## config.mk

```make
export PLATFORM = sky130hd
export DESIGN_NAME = ram_arbiter
export DESIGN_NICKNAME = d
export VERILOG_FILES = /design/src/rtl/ram_arbiter.sv
export SDC_FILE = /design/constraint.sdc
export NUM_CORES = 1
export LEC_CHECK = 0
export CAP_MARGIN = 20
export CORE_AREA = 2 2 141 143
export CTS_CLUSTER_DIAMETER = 60
export DETAILED_ROUTE_END_ITERATION = 6
export DIE_AREA = 0 0 143 145
export PLACE_DENSITY = 0.69
export SLEW_MARGIN = 30
export SYNTH_ARGS = -nofsm -noshare
export SYNTH_HDL_FRONTEND = slang
export SYNTH_SLANG_ARGS = --single-unit
```

## constraint.sdc

```tcl
create_clock -name clk -period 2.7 [get_ports clk]
set_input_delay 0.54 -clock clk [delete_from_list [all_inputs] [get_ports clk]]
set_output_delay 0.54 -clock clk [all_outputs]
set_load 0.01 [all_outputs]
```

## src/rtl/ram_arbiter.sv

```systemverilog
// ram_arbiter: three-port req/ack arbiter and sequencer for the single-port synchronous RAM
module ram_arbiter #(
    parameter int STARVE_MAX = 4
) (
    input  logic        clk,
    input  logic        reset_n,
    input  logic        if_req,
    input  logic [31:0] if_addr,
    output logic        if_ack,
    output logic [31:0] if_rdata,
    input  logic        d_req,
    input  logic        d_we,
    input  logic [31:0] d_addr,
    input  logic [31:0] d_wdata,
    output logic        d_ack,
    output logic [31:0] d_rdata,
    input  logic        ld_req,
    input  logic        ld_we,
    input  logic [31:0] ld_addr,
    input  logic [31:0] ld_wdata,
    output logic        ld_ack,
    output logic [31:0] ld_rdata,
    input  logic        ld_lock,
    output logic [1:0]  owner,
    output logic        busy,
    output logic [29:0] ram_addr,
    output logic [31:0] ram_data,
    output logic        ram_wren,
    input  logic [31:0] ram_q
);
    typedef enum logic [1:0] {IDLE, ACCESS, RESP} state_t;
    localparam logic [3:0] SMAX = 4'(STARVE_MAX);
    state_t      state, state_nx;
    logic [1:0]  owner_nx, win;
    logic [29:0] addr_nx;
    logic [31:0] data_nx;
    logic        wren_nx, arb, if_el, d_el, ld_el;
    logic [3:0]  starve_cnt, starve_nx;
    logic        unused_addr_bits;
    assign unused_addr_bits = ^{if_addr[1:0], d_addr[1:0], ld_addr[1:0]};
    assign busy     = state != IDLE;
    assign if_ack   = state == RESP && owner == 2'd1;
    assign d_ack    = state == RESP && owner == 2'd2;
    assign ld_ack   = state == RESP && owner == 2'd3;
    assign if_rdata = ram_q;
    assign d_rdata  = ram_q;
    assign ld_rdata = ram_q;
    always_comb begin
        arb       = state == IDLE || state == RESP;
        // the port being acked this cycle sits out the overlapping arbitration
        if_el     = if_req & ~ld_lock & ~(state == RESP && owner == 2'd1);
        d_el      = d_req & ~ld_lock & ~(state == RESP && owner == 2'd2);
        ld_el     = ld_req & ~(state == RESP && owner == 2'd3);
        win       = ld_el ? 2'd3 : (d_el && !(if_el && starve_cnt == SMAX)) ? 2'd2 : if_el ? 2'd1 : 2'd0;
        state_nx  = state;
        owner_nx  = owner;
        addr_nx   = ram_addr;
        data_nx   = ram_data;
        wren_nx   = 1'b0;
        if (arb) begin
            state_nx = win != 2'd0 ? ACCESS : IDLE;
            owner_nx = win;
            if (win != 2'd0) begin
                addr_nx = win == 2'd3 ? ld_addr[31:2] : win == 2'd2 ? d_addr[31:2] : if_addr[31:2];
                data_nx = win == 2'd3 ? ld_wdata : win == 2'd2 ? d_wdata : ram_data;
                wren_nx = win == 2'd3 ? ld_we : win == 2'd2 ? d_we : 1'b0;
            end
        end else if (state == ACCESS) begin
            state_nx = RESP;
        end
        starve_nx = !if_req ? 4'd0 :
                    (!arb || win == 2'd0) ? starve_cnt :
                    win == 2'd1 ? 4'd0 :
                    (if_el && starve_cnt != SMAX) ? starve_cnt + 4'd1 : starve_cnt;
    end
    always_ff @(posedge clk or negedge reset_n) begin
        if (!reset_n) begin
            state      <= IDLE;
            owner      <= 2'd0;
            ram_addr   <= 30'd0;
            ram_data   <= 32'd0;
            ram_wren   <= 1'b0;
            starve_cnt <= 4'd0;
        end else begin
            state      <= state_nx;
            owner      <= owner_nx;
            ram_addr   <= addr_nx;
            ram_data   <= data_nx;
            ram_wren   <= wren_nx;
            starve_cnt <= starve_nx;
        end
    end
endmodule

```

Word-level counts from Yosys, hierarchy flattened
Cells that the tools add are included.
{ "word_totals": {"ram_bits": 0, "elab_cells": 65, "rom_bits": 0, "reg_bits": 71, "in_bits": 200, "mem_count": 0, "latchBits": 0} }
{ "classes": {"div_mod_pow": 0, "magnitude_cmp": 0, "add_sub_neg": 1, "reduce_logical": 19, "shift": 0, "n_mul": 0, "bitwise": 9, "n_mux": 18, "n_eq_ne": 12} }
{ "op_table": {"columns": ["operator", "count"], "rows": [
  ["32-bit 2-to-1 mux", 2],
  ["30-bit 2-to-1 mux", 2],
  ["4-bit 2-to-1 mux", 4],
  ["2-bit == test (second input constant)", 5],
  ["2-bit 2-to-1 mux", 4],
  ["2-bit nonzero test", 4],
  ["2-bit by 1-bit == test with 1-bit output (second input constant)", 3],
  ["1-bit logical AND", 6],
  ["1-bit 2-to-1 mux", 6],
  ["1-bit AND", 5],
  ["4-bit by 1-bit adder with 4-bit output (second input constant)", 1],
  ["4-bit by 3-bit == test with 1-bit output (second input constant)", 1],
  ["2-bit logical NOT", 2],
  ["4-bit by 3-bit != test with 1-bit output (second input constant)", 1],
  ["1-bit inverter", 4],
  ["2-bit AND reduction", 2],
  ["3-bit by 1-bit != test with 1-bit output (second input constant)", 1],
  ["3-bit AND reduction", 1],
  ["1-bit logical NOT", 2],
  ["1-bit logical OR", 2],
  ["2-bit != test (second input constant)", 1]
]} }

Depth between registers and ports, before layout
{ "depth": {"depth_word": 14, "ltp_mapped": 8} }

Worst setup path after synthesis
Ideal clock, no wire load.
{ "synth_timing": {"path_type": "input-to-reg", "from": "in ld_lock", "to": "reg ram_addr[0]", "setup_slack_ns": 0.897, "arrival_time_ns": 1.682, "stages": 6, "path_buffers": 1, "setup_ns": 0.122, "required_ns": 2.578, "cell_sequence": "nand2b_1 > or2_2 > nor3_2 > clkbuf_4 > mux2i_1 > o21ai_1"} }
{ "synth_via": {"elab_chain_len": 11, "elab_cells_between_ends": 17} }
{ "synth_rtl": {"columns": ["element", "line_no", "text"], "rows": [
  ["start, declared", "23", "input logic ld_lock,"],
  ["1-bit inverter (*)", "51, 52", null],
  ["1-bit AND (2 in a row)", "51", "if_el = if_req & ~ld_lock & ~(state == RESP && owner == 2'd1);"],
  ["1-bit logical AND", "54", "win = ld_el ? 2'd3 : (d_el && !(if_el && starve_cnt == SMAX)) ? 2'd2 : if_el ? 2'd1 : 2'd0;"],
  ["1-bit logical NOT", "54", null],
  ["1-bit logical AND", "54", null],
  ["2-bit 2-to-1 mux (*) (2 in a row)", "54", null],
  ["2-bit == test", "64", "addr_nx = win == 2'd3 ? ld_addr[31:2] : win == 2'd2 ? d_addr[31:2] : if_addr[31:2];"],
  ["30-bit 2-to-1 mux (2 in a row)", "64", null],
  ["end signal, assigned", "87", "ram_addr <= addr_nx;"],
  ["end, declared", "26", "output logic [29:0] ram_addr,"]
]} }
Every way passes the cells marked *; elsewhere a longest branch is shown, timed or not.
A chain may end at the register's enable or synchronous reset.

Final worst setup path
{ "layout_timing": {"from": "reg state[0]", "to": "out d_ack"} }
{ "layout_via": {"elab_chain_len": 2} }
{ "layout_rtl": {"columns": ["element", "line_no", "text"], "rows": [
  ["start, declared", "33", "state_t state, state_nx;"],
  ["start signal, assigned", "85", "state <= state_nx;"],
  ["2-bit == test", "43", "assign d_ack = state == RESP && owner == 2'd2;"],
  ["1-bit logical AND", "43", null],
  ["end, declared", "15", "output logic d_ack,"]
]} }
Every way passes these cells.

==> run_summary.xml <==
<?xml version="1.0" encoding="UTF-8"?>
<metrics>
  <group name="sta">
    <metric name="setup_tns" unit="ps">0</metric>
    <metric name="setup_clock_skew_after_layout" unit="ps">12.3</metric>
    <metric name="final_max_slew_viol_count" unit="">0</metric>
    <metric name="worst_pin_slew" unit="ps">682</metric>
    <metric name="fmax" unit="MHz">407</metric>
    <metric name="timing.final.crit_share" unit="%">91.1</metric>
    <metric name="hold_viol_final" unit="">0</metric>
    <metric name="max_slew_margin" unit="%">54.5</metric>
    <metric name="post-route-min-period" unit="ps">2460</metric>
    <metric name="setup_viol_count_final" unit="">0</metric>
    <metric name="rsz0062_at_grt" unit="">no</metric>
  </group>
  <group name="synthesis">
    <metric name="netlist.top_cell.by_area" unit="">dfrtp_1</metric>
    <metric name="number_of_synthesized_register_bits" unit="">71</metric>
    <metric name="synth-edff-count" unit="">0</metric>
    <metric name="synth_largest_type_area_fraction" unit="%">39.6</metric>
    <metric name="synth_area_leaders" unit="">dfrtp_1, buf_4, nand2_1</metric>
    <metric name="async_reset_ff_share" unit="%">100</metric>
    <metric name="synth_fp_nets" unit="">696</metric>
    <metric name="synth.avg_cell_area" unit="µm²">9.09</metric>
    <metric name="seq_area_frac_synth" unit="%">39.6</metric>
    <metric name="yosys_most_used_dff" unit="">dfrtp_1</metric>
    <metric name="synth_warnings" unit="">0</metric>
    <metric name="synthesis.area" unit="µm²">4490</metric>
    <metric name="postSynthCellCount" unit="">494</metric>
    <metric name="yosysUniqueCellTypes" unit="">41</metric>
  </group>
  <group name="grt">
    <metric name="number_of_global_route_vias_before_repair" unit="">3744</metric>
    <metric name="global_route.peak_usage_layer" unit="">met2</metric>
    <metric name="gr-usage-met2" unit="%">22.5</metric>
    <metric name="use_met3" unit="%">5.41</metric>
    <metric name="grt_overflow_total" unit="">0</metric>
    <metric name="grt_use_total" unit="%">13.0</metric>
    <metric name="grt_start_max_net_pins" unit="">72</metric>
    <metric name="grt_first_pass_wirelength" unit="µm">20800</metric>
    <metric name="use_met1" unit="%">14.4</metric>
    <metric name="number_of_antenna_violations_at_the_first_check_in_global_routing" unit="">0</metric>
  </group>
  <group name="cells_and_area">
    <metric name="drive_gt1_share" unit="%">10.9</metric>
    <metric name="final_standard_cell_utilization_of_the_core" unit="%">34.7</metric>
    <metric name="n_fill_cell" unit="">1985</metric>
    <metric name="area.growth.synth_to_final" unit="%">48.5</metric>
    <metric name="multi_input_comb_area" unit="µm²">1820</metric>
    <metric name="final_net_count" unit="">822</metric>
    <metric name="register_area" unit="µm²">1780</metric>
    <metric name="antenna-diode-count" unit="">0</metric>
  </group>
  <group name="power_and_ir_drop">
    <metric name="leakage_component_of_the_power" unit="nW">2.61</metric>
    <metric name="p_switching" unit="W">0.00212</metric>
    <metric name="power.switching_fraction" unit="%">35.1</metric>
    <metric name="intPower" unit="W">0.00391</metric>
    <metric name="comb_power_share" unit="%">48.8</metric>
    <metric name="max-vdd-ir-drop" unit="V">0.000362</metric>
    <metric name="clockPowerShare" unit="%">20.3</metric>
    <metric name="areal_power_density_over_the_cells" unit="nW/µm²">905</metric>
    <metric name="share_seq_of_total_power" unit="%">30.9</metric>
  </group>
  <group name="critical_path">
    <metric name="highest_net_fanout_along_the_worst_path" unit="">10</metric>
    <metric name="criticalPathCategory" unit="">reg2out</metric>
    <metric name="critical_path_required" unit="ps">2160</metric>
    <metric name="crit_chain" unit="">nor4bb_2, clkdlybuf4s50_1</metric>
    <metric name="crit_path_max_incr_delay" unit="ps">620</metric>
    <metric name="crit_slowest_cell" unit="">clkdlybuf4s50_1</metric>
    <metric name="arrival_time_worst_endpoint" unit="ps">1920</metric>
    <metric name="timing.reg2reg.setup_slack" unit="ps">590</metric>
    <metric name="worstSetupStartpointType" unit="">flop</metric>
    <metric name="type_of_element_capturing_the_critical_path" unit="">output port</metric>
  </group>
  <group name="clocking">
    <metric name="postCtsSetupRepairBufs" unit="">0</metric>
    <metric name="cts_max_path_buffers" unit="">2</metric>
    <metric name="total_of_hold_buffers_inserted_after_clock_tree_synthesis" unit="">0</metric>
    <metric name="clock_tree.htree_level_count" unit="">3</metric>
    <metric name="clock_sink_count" unit="">71</metric>
    <metric name="cts_root_buffer" unit="">clkbuf_16</metric>
    <metric name="tritoncts.num_buffers" unit="">9</metric>
    <metric name="clkSlewWorstSetupHoldPaths" unit="ps">70</metric>
    <metric name="post_cts_resized" unit="">0</metric>
    <metric name="cts_tree" unit="">yes</metric>
    <metric name="clk-insertion-delay-late" unit="ps">340</metric>
  </group>
  <group name="route">
    <metric name="first_iter_violations" unit="">90</metric>
    <metric name="vias_per_cell" unit="">4.20</metric>
    <metric name="drc_errors" unit="">0</metric>
    <metric name="vias" unit="">3742</metric>
    <metric name="routed_wirelength" unit="µm">13500</metric>
    <metric name="drt.antenna.violating_nets" unit="">0</metric>
    <metric name="routed_wire_length_per_instance" unit="µm">15.1</metric>
    <metric name="drtPass1Iterations" unit="">4</metric>
  </group>
  <group name="floorplanning">
    <metric name="fp.coreArea" unit="µm²">19200</metric>
    <metric name="boundary_pins" unit="">365</metric>
    <metric name="initial_utilization" unit="%">23.4</metric>
    <metric name="total_die_area" unit="µm²">20700</metric>
    <metric name="placementRows" unit="">51</metric>
    <metric name="die_y" unit="µm">145</metric>
    <metric name="die_w" unit="µm">143</metric>
  </group>
  <group name="run_status">
    <metric name="outcome" unit="">completed</metric>
  </group>
  <group name="placement">
    <metric name="hpwl" unit="µm">10000</metric>
    <metric name="gp_congestion" unit="">0.731</metric>
    <metric name="placement.io_buffers" unit="">230</metric>
  </group>
  <group name="flow_run">
    <metric name="max_cap_violations" unit="">0</metric>
  </group>
  <group name="worst_hold_path">
    <metric name="holdCritPathClass" unit="">in2async</metric>
  </group>
</metrics>
## sequential cells by signal, indices dropped and copies added (netlist names)
name        cells
ram_data       32
starve_cnt      4
owner           2
ram_wren        1
state           2
ram_addr       30
## per-layer routing
metal	vias up	wire, µm
met3	7	1480
li1	1824	-
met5	-	0
met4	0	134
met2	243	6640
met1	1668	5210
## power groups by stage
stage                     Combinational, W  Sequential [W]  Clock (W)
after floorplan                    0.00135         0.00208          0
after global placement             0.00297         0.00186          0
after detailed placement           0.00299         0.00189          0
after CTS                          0.00300         0.00187    0.00127
after global routing               0.00323         0.00193    0.00133
final                              0.00294         0.00186    0.00123
## cell type report
class / count / area share (%)
Timing Repair Buffer: 241 / 36.4
Multi-Input combinational cell: 293 / 27.3
Sequential cell: 71 / 26.7
Tap cell: 265 / 4.97
Clock buffer: 10 / 3.44
Clock inverter: 6 / 1.05
Inverter: 4 / 0.225
## logic make-up after synthesis
kind of cell | after synthesis | synth area share (%)
multiplexers | 61 | 14.5
buffers and inverters | 130 | 20.2
flip-flops | 71 | 39.6
AND/OR/NAND/NOR | 153 | 14.5
adder cells (fa/ha/maj) | 2 | 0.557
AO/OA/AOI/OAI | 77 | 10.6
## cells in the final DEF, fill, tap and decap left out, types with 2 or more instances in the layout
cell             count
a31oi_1             32
buf_12               3
buf_4                8
clkbuf_16            9
clkdlybuf4s50_1    229
clkinvlp_4           3
dfrtp_1             71
ha_1                 2
inv_1                4
mux2_2              31
mux2i_1             30
nand2_1            101
nand2b_1             4
nand3_1              2
nor2_1              33
o21ai_1             30
o31a_1               2
or2_2                2
## Yosys cell counts (2+ instances only)
cell type  count
a31oi_1       32
and2_1         2
buf_2         15
buf_4         99
buf_6          3
clkbuf_1       7
clkbuf_4       2
dfrtp_1       71
ha_1           2
inv_1          4
mux2_2        31
mux2i_1       30
nand2_1      101
nand2b_1       4
nand3_1        2
nor2_1        33
o21ai_1       30
o31a_1         2
or2_2          2
## critical path, delay by kind of cell, from the launching register on
family	cells	cell delay [ps]
buf+inv	1	620
simple gates	1	470
flops	1	490
## worst paths after layout
kind	end	from	cells past startpoint
worst min-delay path	ram_data[10]	reset_n	1
min in group clk	ram_addr[24]	ram_addr[24]	2
worst max-delay path	d_ack	state[0]	2
worst max register to register	starve_cnt[2]	state[0]	6
max in group asynchronous	ram_addr[19]	reset_n	1
worst min register to register	ram_addr[24]	ram_addr[24]	2
## stage by stage
stage | std cells | power [W] | area, µm² | hold slack [ps] | setup slack [ps]
6_report | 890 | 0.00603 | 6670 | 218 | 241
5_1_grt | 890 | 0.00649 | 6670 | 261 | 137
4_1_cts | 890 | 0.00614 | 6660 | 376 | 198
3_5_place_dp | 874 | 0.00488 | 6360 | 476 | 257
3_3_place_gp | 874 | 0.00483 | 6360 | 468 | 259
2_1_floorplan | 494 | 0.00342 | 4490 | 244 | 897
Note: power is estimated with default switching activity, not from simulation.
==> variant 1, RTL diff (same flow settings) <==
The 3 states of `state_t` get a one-hot encoding in 3 bits.
--- a/src/rtl/ram_arbiter.sv
+++ b/src/rtl/ram_arbiter.sv
@@ -28,7 +28,7 @@
     output logic        ram_wren,
     input  logic [31:0] ram_q
 );
-    typedef enum logic [1:0] {IDLE, ACCESS, RESP} state_t;
+    typedef enum logic [2:0] {IDLE = 3'b001, ACCESS = 3'b010, RESP = 3'b100} state_t;
     localparam logic [3:0] SMAX = 4'(STARVE_MAX);
     state_t      state, state_nx;
     logic [1:0]  owner_nx, win;
Behaviour: same outputs for any inputs over 10 cycles, from zero or initial values and one cycle with reset_n low; not proved beyond that.
==> variant 1 against the original RTL <==
  * Total power increased by 2.7%
  * Count of clock-buffer cells in the layout increased by 1
  * Die area unchanged
  * Maximum frequency decreased by 0.96%
  * Largest cell class unchanged
  * Critical endpoint is now ld_ack
  * Critical path type unchanged
  * Worst hold slack got worse by 0.056 ns
  * Final area increased by 5.6%
  * Setup slack got worse by 0.024 ns
  * Sequential cell count increased by 1
  * Sequential share of layout area decreased by 1.0 points
  * Synthesized area increased by 7.6%
  * Wire length increased by 7.3%
==> variant 1: results (changes against the original RTL) <==
status:
  outcome: "complete, no violations"  # unchanged
finish:
  drive_gt1_share_pct: 9.63  # was 10.9%
  reg_top3: "ram_data (32), ram_addr (30), starve_cnt (4)"  # unchanged
  fin_nets: 893  # was 822
  fillers: 1945  # was 1985
  num_antenna_cells: 0  # unchanged
  fin_cells: 961  # was 890
logic_synthesis:
  yosysUniqueCellTypes: 40  # was 41
  ys.flop_type: "dfrtp_1"  # unchanged
  syn_area_per_cell_um2: 8.46  # was 9.09 um^2
  synth_area_leaders: "dfrtp_1 37%, buf_4 16%, nand2_1 14%, mux2_2 7.2%, o211a_1 4.4%"  # was dfrtp_1 40%, buf_4 17%, nand2_1 8.4%, mux2_2 7.8%, mux2i_1 6.7%
  seq_area_frac_synth_pct: 37.3  # was 39.6%
  synthXorXnorAreaFrac_pct: 0.181  # was 0%
  syn-num-nets: 773  # was 696
  synth_fa_ha_area_share_pct: 0.518  # was 0.557%
  synth.area.mux_share_pct: 7.46  # was 14.5%
  synth-compound-area-share_pct: 13.5  # was 10.6%
  ys_top_cells_by_count: "176 x nand2_1, 103 x buf_4, 71 x dfrtp_1"  # was 101 x nand2_1, 99 x buf_4, 71 x dfrtp_1
  ys_warn_count: 0  # unchanged
power_and_ir_drop:
  p_leak_nw: 2.99  # was 2.61 nW
  p_switching_mw: 2.08  # was 2.12 mW
  irDropWorstVdd_v: 0.000317  # was 0.000362 V
  powerComb_mw: 2.97
  p_comb_share_pct: 47.9  # was 48.8%
  p_clk_mw: 1.32  # was 1.23 mW
clocking:
  clkLatencyLatePin_ns: 0.34  # about the same
  cts_hold_buf: 0  # unchanged
  clkTransAtPathRegs_ns: 0.06
  cts_resized: 0  # unchanged
  numCtsBuffers: 9  # unchanged
  root_buffer: "clkbuf_16"  # unchanged
  cts-htree-levels: 3  # unchanged
place:
  place_area_um2: 6720  # was 6360 um^2
  post-place-cells: 945  # was 874
  place.gp.congestion: 0.793  # was 0.731
  dp_hpwl_um: 10900  # was 10000 um
worst_setup_path:
  cp_max_fo: 7  # was 10
  rr_endpoint: "ram_data[6]"  # was starve_cnt[2]
  worstPathArrival_ns: 1.94  # was 1.92 ns
  regToRegStartpoint: "state[0]"  # unchanged
  rrSetupSlack_ns: 0.43  # was 0.59 ns
routing:
  dr.pass1.iters: 5  # was 4
  route.met3.wl_um: 1730  # was 1480 um
  wire_per_inst_um: 15.0  # was 15.1 um
  drt-met1-wl_um: 5490  # was 5210 um
  met2_length_um: 6980  # was 6640 um
  drt_iter0_drc: 166  # was 90
  avgViaCountPerCell: 4.50  # was 4.20
global_route:
  gr-usage-met1_pct: 14.2  # was 14.4%
  grt_use_met2_pct: 23.8  # was 22.5%
  grt_pass1_vias: 4193  # was 3744
  track_usage_pct: 13.5  # was 13.0%
  grt_max_degree: 65  # was 72
  grt_pass1_wl_um: 22000  # was 20800 um
  met3_usage_pct: 5.91  # was 5.41%
  antenna_found_initial: 0  # unchanged
sta:
  skew_ns: 0.00888  # was 0.0123 ns
  slew_headroom_pct: 65.2  # was 54.5%
  fin_hold_ws_ns: 0.162  # was 0.218 ns
[variant 1: cell count changes after synthesis, sizes merged, moves of 5 or more]
cell | before | now
nor2 | 33 | 14
nand2 | 101 | 176
clkbuf | 9 | 14
nand4b | 1 | 10
o211a | 0 | 21
o31ai | 1 | 20
nand4 | 0 | 21
a31oi | 32 | 0
mux2i | 30 | 0
[variant 1: stage by stage]
| stage | setup WS [ns] | utilization, % |
|---|---|---|
| final | 0.218 | 36.7 |
| after global routing | 0.101 | 36.7 |
| after CTS | 0.175 | 36.7 |
| after detailed placement | 0.211 | 35.0 |
| after global placement | 0.242 | 34.9 |
| after floorplan | 0.681 | - |
[variant 1: worst max-delay path, stage by stage (launching register included)]
cell and delay (ns):
dfrtp_1 0.46, or3b_1 0.45, nor2_1 0.12, clkdlybuf4s50_1 0.57
[variant 1: worst max path at each step]
stage / startpoint / end / cells after the start
finish: owner[0] / ld_ack / 3
global route: owner[0] / ld_ack / 3
CTS: owner[0] / ld_ack / 3
detailed placement: d_req / ram_data[13] / 6
global placement: d_req / ram_data[0] / 6
floorplan: state[0] / ram_data[10] / 6
[variant 1: final cells by class]
cell class | count | area, um^2 | area share, %
multi-input combinational | 359 | 2110 | 30.0
timing repair buffer | 244 | 2450 | 34.9
clock inverter | 5 | 80.1 | 1.14
tap | 265 | 332 | 4.71
sequential | 72 | 1800 | 25.6
clock buffer | 11 | 243 | 3.45
inverter | 5 | 18.8 | 0.267
[variant 1: logic make-up after synthesis]
group,count (synthesis)
AND/OR/NAND/NOR,238
AO/OA/AOI/OAI,86
flip-flops,72
buffers and inverters,140
multiplexers,32
XOR/XNOR,1
adder cells (fa/ha/maj),2
==> variant 2, RTL diff (same flow settings) <==
Made on the original files. Take the reset off `ram_addr` and `ram_data` and load them in a clocked block of their own.
--- a/src/rtl/ram_arbiter.sv
+++ b/src/rtl/ram_arbiter.sv
@@ -77,18 +77,19 @@
         if (!reset_n) begin
             state      <= IDLE;
             owner      <= 2'd0;
-            ram_addr   <= 30'd0;
-            ram_data   <= 32'd0;
             ram_wren   <= 1'b0;
             starve_cnt <= 4'd0;
         end else begin
             state      <= state_nx;
             owner      <= owner_nx;
-            ram_addr   <= addr_nx;
-            ram_data   <= data_nx;
             ram_wren   <= wren_nx;
             starve_cnt <= starve_nx;
         end
     end
+
+    always_ff @(posedge clk) begin
+        ram_addr <= addr_nx;
+        ram_data <= data_nx;
+    end
 endmodule
 
Check against the original RTL: not equivalent (Yosys sat finds a counterexample within 4 cycles, from zero or initial values and one cycle with reset_n low).
==> variant 2 against the original RTL <==
  * Wire length is 3.5% higher
  * Sequential share of layout area is 6.3 points higher
  * Synthesized area is 8.0% lower
  * Count of clock-buffer cells in the layout is 4 higher
  * Combinational power is 35% lower
  * Final area is 5.1% lower
  * Maximum frequency is 1.5% lower
  * Non-clock buffer count is 2 lower
  * Setup slack worse by 0.037 ns
  * Via count is 12% lower
  * Total power is 21% lower
  * Sequential cell count stayed put
  * Worst hold slack better by 0.30 ns
  * Critical endpoint is now ld_ack
  * Largest cell class unchanged
==> variant 2: results (changes against the original RTL) <==
finish:
  fin_nets: 721  # was 822
  fillers: 1889  # was 1985
  final_area_um2: 6330  # was 6670 um^2
  drive_gt1_share_pct: 6.11  # was 10.9%
routing:
  vias: 3299  # was 3742
  wl_um: 13900  # was 13500 um
  route.met3.wl_um: 1570  # was 1480 um
  met2_length_um: 7230  # was 6640 um
  avgViaCountPerCell: 4.18  # was 4.20
  drt_iter0_drc: 190  # was 90
  dr.pass1.iters: 5  # was 4
  drt-met1-wl_um: 4370  # was 5210 um
power_and_ir_drop:
  irDropWorstVdd_v: 0.000280  # was 0.000362 V
  p_leak_nw: 2.48  # was 2.61 nW
worst_setup_path:
  worstPathArrival_ns: 1.96  # was 1.92 ns
  rrSetupSlack_ns: 0.45  # was 0.59 ns
  slowest_delay_ns: 0.58  # was 0.62 ns
  cp_max_fo: 33  # was 10
  regToRegStartpoint: "starve_cnt[0]"  # was state[0]
logic_synthesis:
  synthXorXnorAreaFrac_pct: 0.212  # was 0%
  synthCells: 386  # was 494
  synth-edff-count: 62  # was 0
  ys.flop_type: "edfxtp_1"  # was dfrtp_1
  synthArstFlopShare_pct: 12.7  # was 100%
  syn-num-nets: 588  # was 696
  yosysUniqueCellTypes: 39  # was 41
  seq_area_frac_synth_pct: 50.5  # was 39.6%
  synth_area_leaders: "edfxtp_1 45%, buf_4 18%, nand2_1 8.8%, a221o_1 7.5%, dfrtp_1 5.5%"  # was dfrtp_1 40%, buf_4 17%, nand2_1 8.4%, mux2_2 7.8%, mux2i_1 6.7%
  synth-compound-area-share_pct: 9.90  # was 10.6%
  synth_fa_ha_area_share_pct: 0.606  # was 0.557%
  synth.area.mux_share_pct: 0.515  # was 14.5%
  ys_top_cells_by_count: "99 x buf_4, 97 x nand2_1, 62 x edfxtp_1"  # was 101 x nand2_1, 99 x buf_4, 71 x dfrtp_1
place:
  place_ws_ns: 0.134  # was 0.257 ns
  post-place-cells: 772  # was 874
  place.gp.congestion: 0.786  # was 0.731
  io_buffers: 230  # unchanged
  place_area_um2: 6030  # was 6360 um^2
global_route:
  track_usage_pct: 12.8  # was 13.0%
  met3_usage_pct: 5.51  # was 5.41%
  gr-usage-met1_pct: 11.1  # was 14.4%
  grt_use_met2_pct: 23.6  # was 22.5%
  grt_pass1_wl_um: 19900  # was 20800 um
  grt_pass1_vias: 3361  # was 3744
  grt_max_degree: 35  # was 72
sta:
  period_share_pct: 92.4  # was 91.1%
  slew_headroom_pct: 67.3  # was 54.5%
  fin_hold_ws_ns: 0.517  # was 0.218 ns
  skew_ns: 0.00752  # was 0.0123 ns
clocking:
  numCtsBuffers: 9  # unchanged
status:
  outcome: "complete, no violations"  # unchanged
## variant 2: worst paths after layout
check,end,depth (start not counted)
worst max register to register,ram_addr[10],7
worst max-delay path,ld_ack,4
min in group clk,starve_cnt[3],1
worst min register to register,starve_cnt[3],1
max in group asynchronous,ram_wren,1
worst min-delay path,owner[1],1
## variant 2: cells by family after synthesis
family | after synthesis
muxes | 2
DFF | 71
xor gates and xnor gates | 1
AOI/OAI and AO/OA | 42
adders and majority gates | 2
and+or+nand+nor | 147
buffers and inverters | 121
## variant 2: layout make-up
class,count,area share (%)
Clock buffer,14,4.17
Multi-Input combinational cell,194,19.2
Timing Repair Buffer,239,38.0
Tap cell,265,5.24
Clock inverter,2,0.138
Inverter,4,0.237
Sequential cell,71,33.0
## variant 2: power by group
| part | leakage [nW] | total [mW] | switching (mW) | internal (mW) |
|---|---|---|---|---|
| logic | 1.64 | 1.91 | 0.869 | 1.04 |
| registers | 0.708 | 1.78 | 0.120 | 1.66 |
| clock network | 0.134 | 1.10 | 0.433 | 0.669 |
